<file path="src/rtl/gray_seq_counter_if.sv">
// Control and result signals of gray_seq_counter, grouped so the counter and
// its driver share one bundle; clk and rst stay outside as plain ports.
interface gray_seq_counter_if #(
    parameter int SIZE = 4
);
    logic            en;
    logic            up_dn;
    logic            load;
    logic [SIZE-1:0] load_val;
    logic [SIZE-1:0] bin_cnt;
    logic [SIZE-1:0] gray_out;
    logic            tc;

    // Master drives the controls and observes the counter outputs.
    modport master (
        output en, up_dn, load, load_val,
        input  bin_cnt, gray_out, tc
    );

    modport slave (
        input  en, up_dn, load, load_val,
        output bin_cnt, gray_out, tc
    );
endinterface

</file>
<file path="src/rtl/gray_seq_counter.sv">
// Up/down binary counter with load, wrap/saturate ends and a terminal-count
// pulse; the Gray output is registered from the same next value as the count.
module gray_seq_counter #(
    parameter int SIZE = 4,
    parameter int WRAP = 1
) (
    input  logic               clk,
    input  logic               rst,
    gray_seq_counter_if.slave  s_if
);
    localparam logic [SIZE-1:0] MAX_VAL = '1;
    localparam logic [SIZE-1:0] MIN_VAL = '0;
    localparam logic [SIZE-1:0] ONE     = SIZE'(1);

    logic [SIZE-1:0] r_bin;
    logic [SIZE-1:0] r_gray;
    logic            r_tc;

    logic [SIZE-1:0] w_bin_next;
    logic [SIZE-1:0] w_gray_next;
    logic            w_tc_next;
    logic            w_at_max;
    logic            w_at_min;

    function automatic logic [SIZE-1:0] bin_to_gray(input logic [SIZE-1:0] b);
        return b ^ (b >> 1);
    endfunction

    assign w_at_max = (r_bin == MAX_VAL);
    assign w_at_min = (r_bin == MIN_VAL);

    // Priority: load, then enabled step, then hold; tc is a one-edge pulse.
    always_comb begin
        w_bin_next = r_bin;
        w_tc_next  = 1'b0;
        if (s_if.load) begin
            w_bin_next = s_if.load_val;
        end else if (s_if.en) begin
            if (s_if.up_dn) begin
                if (w_at_max) begin
                    w_tc_next  = 1'b1;
                    w_bin_next = (WRAP != 0) ? MIN_VAL : MAX_VAL;
                end else begin
                    w_bin_next = r_bin + ONE;
                end
            end else begin
                if (w_at_min) begin
                    w_tc_next  = 1'b1;
                    w_bin_next = (WRAP != 0) ? MAX_VAL : MIN_VAL;
                end else begin
                    w_bin_next = r_bin - ONE;
                end
            end
        end
    end

    // Encoding the next value keeps gray_out glitch-free and in step with bin_cnt.
    assign w_gray_next = bin_to_gray(w_bin_next);

    always_ff @(posedge clk or posedge rst) begin
        if (rst) begin
            r_bin  <= '0;
            r_gray <= '0;
            r_tc   <= 1'b0;
        end else begin
            r_bin  <= w_bin_next;
            r_gray <= w_gray_next;
            r_tc   <= w_tc_next;
        end
    end

    assign s_if.bin_cnt  = r_bin;
    assign s_if.gray_out = r_gray;
    assign s_if.tc       = r_tc;
endmodule

</file>
<file path="src/flat_wrapper.sv">
// flat-port wrapper written by rule: the top's interface ports become plain ports
module gray_seq_counter_flat 
#(
    parameter int SIZE = 4,
    parameter int WRAP = 1
)
  (clk, rst, s_if_en, s_if_up_dn, s_if_load, s_if_load_val, s_if_bin_cnt, s_if_gray_out, s_if_tc);
  gray_seq_counter_if #(.SIZE(SIZE)) s_if_i ();
  input  logic clk;
  input  logic rst;
  input wire logic [$bits(s_if_i.en)-1:0] s_if_en;
  input wire logic [$bits(s_if_i.up_dn)-1:0] s_if_up_dn;
  input wire logic [$bits(s_if_i.load)-1:0] s_if_load;
  input wire logic [$bits(s_if_i.load_val)-1:0] s_if_load_val;
  output wire logic [$bits(s_if_i.bin_cnt)-1:0] s_if_bin_cnt;
  output wire logic [$bits(s_if_i.gray_out)-1:0] s_if_gray_out;
  output wire logic [$bits(s_if_i.tc)-1:0] s_if_tc;
  assign s_if_i.en = s_if_en;
  assign s_if_i.up_dn = s_if_up_dn;
  assign s_if_i.load = s_if_load;
  assign s_if_i.load_val = s_if_load_val;
  assign s_if_bin_cnt = s_if_i.bin_cnt;
  assign s_if_gray_out = s_if_i.gray_out;
  assign s_if_tc = s_if_i.tc;
  gray_seq_counter #(.SIZE(SIZE), .WRAP(WRAP)) u_core (.clk(clk), .rst(rst), .s_if(s_if_i));
endmodule
</file>
<file path="config.mk">
export PLATFORM = sky130hd
export DESIGN_NAME = gray_seq_counter_flat
export DESIGN_NICKNAME = d
export VERILOG_FILES = /design/src/rtl/gray_seq_counter_if.sv /design/src/rtl/gray_seq_counter.sv /design/src/flat_wrapper.sv
export SDC_FILE = /design/constraint.sdc
export NUM_CORES = 1
export LEC_CHECK = 0
export CORE_AREA = 10 10 47 49
export DETAILED_ROUTE_END_ITERATION = 10
export DIE_AREA = 0 0 57 59
export DONT_BUFFER_PORTS = 1
export GPL_TIMING_DRIVEN = 0
export PLACE_DENSITY_LB_ADDON = 0.25
export SETUP_SLACK_MARGIN = 0.4
export SYNTH_ARGS = -nofsm -noshare
export SYNTH_HDL_FRONTEND = slang
export SYNTH_SLANG_ARGS = --single-unit
</file>
<file path="constraint.sdc">
create_clock -name clk -period 3.6 [get_ports clk]
set_input_delay 0.54 -clock clk [delete_from_list [all_inputs] [get_ports clk]]
set_output_delay 0.54 -clock clk [all_outputs]
set_load 0.02 [all_outputs]
</file>
== Word level (Yosys, flattened, before mapping) ==
Index checks and enable logic that the tools add are counted.

* Flip-flop bits (word level): 9
* Word-level logic and storage cells: 18

* Add/subtract/negate cells: 2
* Equal/unequal tests: 1
* Multiplexer cells: 10
* Bitwise gates (word level): 1
* Reduce and logical (&&, ||, !) cells: 1

{| class="wikitable"
|+ Operator list
! cell !! count
|-
| 4-bit two-way mux || 5
|-
| 1-bit two-way mux || 5
|-
| 4-bit by 1-bit adder with 4-bit output (second input constant) || 1
|-
| 4-bit equality test (second input constant) || 1
|-
| 4-bit zero test || 1
|-
| 4-bit by 1-bit subtractor with 4-bit output (second input constant) || 1
|-
| 4-bit by 3-bit XOR with 4-bit output || 1
|}

== Longest topological paths before layout ==
* Depth in word-level cells: 6
* Depth in mapped cells: 6
* Mapped depth without buffers: 6

== Worst setup path after synthesis ==
No wires, ideal clock.

* Kind: reg-to-reg
* From: register u_core.r_bin[0], in the netlist u_core.s_if.bin_cnt[0]
* To: register u_core.r_gray[1], in the netlist u_core.s_if.gray_out[1]
* Library setup time: 0.130 ns
* Arrival time: 1.473 ns
* Data required time: 3.470 ns
* Path slack: 1.997 ns
* Cell stages (with the launch flop): 7
* Path buffers: 0
* Period minus slack after synthesis: 1.603 ns
* Cells stage by stage: dfrtp_1 inv_1 ha_1 mux2i_1 mux2i_1 nand2_1 xnor2_1

* Cells in the longest elaborated chain, start to end: 6
* Elaborated cells between the ends (all ways): 10
* Those cells by class: add/sub: 2; eq/ne: 1; mux: 5; bitwise: 1; reduce/logical: 1

{| class="wikitable"
|+ RTL lines
! element !! line !! source
|-
| from (decl) || gray_seq_counter.sv:15 || <nowiki>logic [SIZE-1:0] r_bin;</nowiki>
|-
| from (signal assigned) || gray_seq_counter.sv:66 || <nowiki>r_bin <= w_bin_next;</nowiki>
|-
| 4-bit by 1-bit subtractor with 4-bit output (tied with other cells) || gray_seq_counter.sv:51 || <nowiki>w_bin_next = r_bin - ONE;</nowiki>
|-
| 4-bit two-way mux (on tied branches) || gray_seq_counter.sv:47, gray_seq_counter.sv:40 ||
|-
| 4-bit two-way mux * || gray_seq_counter.sv:39 || <nowiki>if (s_if.up_dn) begin</nowiki>
|-
| 4-bit two-way mux * || gray_seq_counter.sv:38 || <nowiki>end else if (s_if.en) begin</nowiki>
|-
| 4-bit two-way mux * || gray_seq_counter.sv:36 || <nowiki>if (s_if.load) begin</nowiki>
|-
| via u_core.w_bin_next[2] || gray_seq_counter.sv:19 || <nowiki>logic [SIZE-1:0] w_bin_next;</nowiki>
|-
| 4-bit by 3-bit XOR with 4-bit output * || gray_seq_counter.sv:26 || <nowiki>return b ^ (b >> 1);</nowiki>
|-
| via u_core.w_gray_next[1] || gray_seq_counter.sv:20 || <nowiki>logic [SIZE-1:0] w_gray_next;</nowiki>
|-
| to (signal assigned) || gray_seq_counter.sv:67 || <nowiki>r_gray <= w_gray_next;</nowiki>
|-
| to (decl) || gray_seq_counter.sv:16 || <nowiki>logic [SIZE-1:0] r_gray;</nowiki>
|}

The timed path passes the listed nets; every way through them passes the cells marked *.

== Final worst setup path ==
* From: register u_core.r_bin[0], in the netlist u_core.s_if.bin_cnt[0]
* To: register u_core.r_gray[0], in the netlist u_core.s_if.gray_out[0]

* Cells in the longest elaborated chain, start to end: 6
* Elaborated cells between the ends (all ways): 10
* Those cells by class: add/sub: 2; eq/ne: 1; mux: 5; bitwise: 1; reduce/logical: 1

{| class="wikitable"
|+ RTL lines
! element !! line
|-
| 4-bit by 1-bit subtractor with 4-bit output (tied with other cells) || gray_seq_counter.sv:51
|-
| 4-bit two-way mux (on tied branches) || gray_seq_counter.sv:47, gray_seq_counter.sv:40
|-
| 4-bit two-way mux || gray_seq_counter.sv:39
|-
| 4-bit two-way mux * || gray_seq_counter.sv:38
|-
| 4-bit two-way mux * || gray_seq_counter.sv:36
|-
| 4-bit by 3-bit XOR with 4-bit output * || gray_seq_counter.sv:26
|-
| via u_core.w_gray_next[0] || gray_seq_counter.sv:20
|}

Marks and branches as above.

==> flow_summary.toml <==
[status]
status = "finished, final reports clean"

[critical_path]
end_kind = "register"
worstSetupPathType = "reg2reg"
cp-start-kind = "register"
cp_max_fo = 8
arrival_ns = 1.98
critical_path_required_ns = 3.71

[sta]
setup_viol_count_final = 0
skew_ns = 0.008634
tightest_slew_ns = 0.4285
max-slew-margin-rel_pct = 70.62
min_period_over_period_pct = 52.04
hold_viol_final = 0
rsz0062_at_grt = "no"
fin_tns_setup_ns = 0
slew_violations = 0
min_period_ns = 1.874
fmax_mhz = 533.7

[detailed_routing]
dr_wl_met3_um = 157
drt_iter0_drc = 7
highest_layer = "met3"
route.layer.met1.wl_um = 457
wirelength_mm = 1.212
viasPerCell = 5.649
dr_wl_met2_um = 597
vias = 418
dr.pass1.iters = 4
route.detailed.drc = 0
drtAntennaViolNets = 0
drt-wirelength-per-cell_um = 16.38

[synthesis]
synth_largest_area_cell = "dfrtp_1"
seq_area_frac_synth_pct = 38.37
syn_avg_cell_area_sq_um = 9.486
synthArstFlopShare_pct = 100.0
ys.flop_type = "dfrtp_1"
syn_inst = 55
synth_cell_types = 29
synth_area_sq_um = 521.8
synthTopCellsByArea = "dfrtp_1 38%, mux2i_1 7.7%, a21oi_1 4.8%"
synth_nets = 66
ys_ff_latch = 8
synth_top_area_share_pct = 38.37
synth-edff-count = 0
netlist_top_cells_count = "8 x dfrtp_1, 6 x inv_1, 5 x a21oi_1"
yosys_warnings = 0
yosysMostFrequentCell = "dfrtp_1"

[clocking]
clkSlewWorstSetupHoldPaths_ns = 0.05
worstSkewPairLatency_ns = 0.25
postCtsSetupBuffers = 0
cts_root_buf = "clkbuf_4"
cts_num_sinks = 8
ctsHtreeMaxLevel = 1
cts_resized = 0
cts_max_path_buffers = 2
postCtsHoldBufs = 0
numCtsBuffers = 3
cts_tree = "done"

[placed_design]
postPlaceCellArea_sq_um = 541.8
dp_cells = 71
gp_congestion = 0.7628
io_buffers = 0
dpl.hpwl_um = 965.8

[job]
maxCapViolCount = 0

[finish]
stdcell_count = 74
fin_nets = 71
fin_util_pct = 40.27
area_delta_synth_final_pct = 8.154
num_antenna_cells = 0
final_area_sq_um = 564.3
drive_gt1_share_pct = 8.621

[floorplan]
dieWidth_um = 57
fp-row-count = 14
die_h_um = 59
floorplan.initialDensity_pct = 37.23
io_pins = 18
design.die.area_sq_mm = 0.003363
core-area_sq_mm = 0.001401

[hold_path]
worstHoldPathType = "in2async"

[grt]
grt_usage_pct = 7.572
grt_max_degree = 11
grt_pass1_wl_mm = 1.987
antenna_found_initial = 0
grt-ovfl-total = 0
grt_pass1_vias = 401

[power]
ir_worst_vdd_mv = 0.2185
p_leak_nw = 0.2514
power_density_mw_per_mm2 = 509.3
==> stage by stage <==
step	power (mW)	setup WS, ns	hold slack, ns
floorplan	0.2071	1.997	0.3557
global placement	0.2236	1.751	0.3850
detailed placement	0.2258	1.727	0.3949
CTS	0.2953	1.713	0.1162
global route	0.3131	1.524	0.1286
finish	0.2874	1.726	0.1097
==> critical path, cell delays in order (launching register included) <==
cell     delay [ns]
dfrtp_1        0.59
inv_1          0.12
ha_1           0.31
xor2_1         0.14
mux2i_1        0.08
mux2i_1        0.36
xnor2_1        0.13
==> path summary, 6_finish.rpt <==
kind                                   startpoint                      end  slack (ns)  depth (start not counted)
hold reg to reg            u_core.s_if.bin_cnt[0]   u_core.s_if.bin_cnt[0]        0.89                          2
setup reg to reg           u_core.s_if.bin_cnt[0]  u_core.s_if.gray_out[0]        1.73                          6
setup / recovery           u_core.s_if.bin_cnt[0]  u_core.s_if.gray_out[0]        1.73                          6
hold / removal                                rst   u_core.s_if.bin_cnt[3]        0.11                          1
min in group clk                 s_if_load_val[3]   u_core.s_if.bin_cnt[3]        0.49                          2
max in group asynchronous                     rst   u_core.s_if.bin_cnt[1]        3.26                          1
==> registers in the layout, indices dropped and copies added, names as in the netlist <==
register,cells
u_core.s_if.tc,1
u_core.s_if.bin_cnt,4
u_core.s_if.gray_out,3
==> cells in the final DEF, fill, tap and decap left out, drive strengths merged, types with 2 or more instances in the layout <==
cell type,count
inv,6
nor3b,3
mux2i,4
ha,2
nand4,2
nor2b,2
clkbuf,5
dfrtp,8
a21oi,5
xnor2,2
==> layout make-up <==
class                           count  area (sq um)
Buffer                              3         15.01
Inverter                            6         22.52
Sequential cell                     8         200.2
Clock buffer                        3         22.52
Fill cell                         153         837.1
Tap cell                           16         20.02
Multi-Input combinational cell     38         284.0
==> where the power goes <==
group,switching [mW],leakage (nW),internal [mW],total (mW)
registers,0.0435,0.0954,0.107,0.151
logic,0.0361,0.142,0.0346,0.0707
clock network,0.0279,0.0138,0.0380,0.0659
==> logic make-up (layout without fill, tap and decap cells) <==
family / after synthesis / in the layout / synth area share [%]
AOI/OAI and AO/OA: 12 / 12 / 15.35
xor gates and xnor gates: 3 / 3 / 5.037
adders and majority gates: 2 / 2 / 4.795
buffers and inverters: 9 / 12 / 7.195
DFF: 8 / 8 / 38.37
muxes: 4 / 4 / 7.674
and+or+nand+nor: 17 / 17 / 21.58
==> metal layers <==
layer  global-route usage (%)  vias to the layer above
li1                         -                      203
met1                    7.385                      202
met2                    12.09                       13
met3                    6.867                        0
met4                    1.007                        0
met5                        0                        -
No activity file was read; power rests on OpenSTA's default activity.
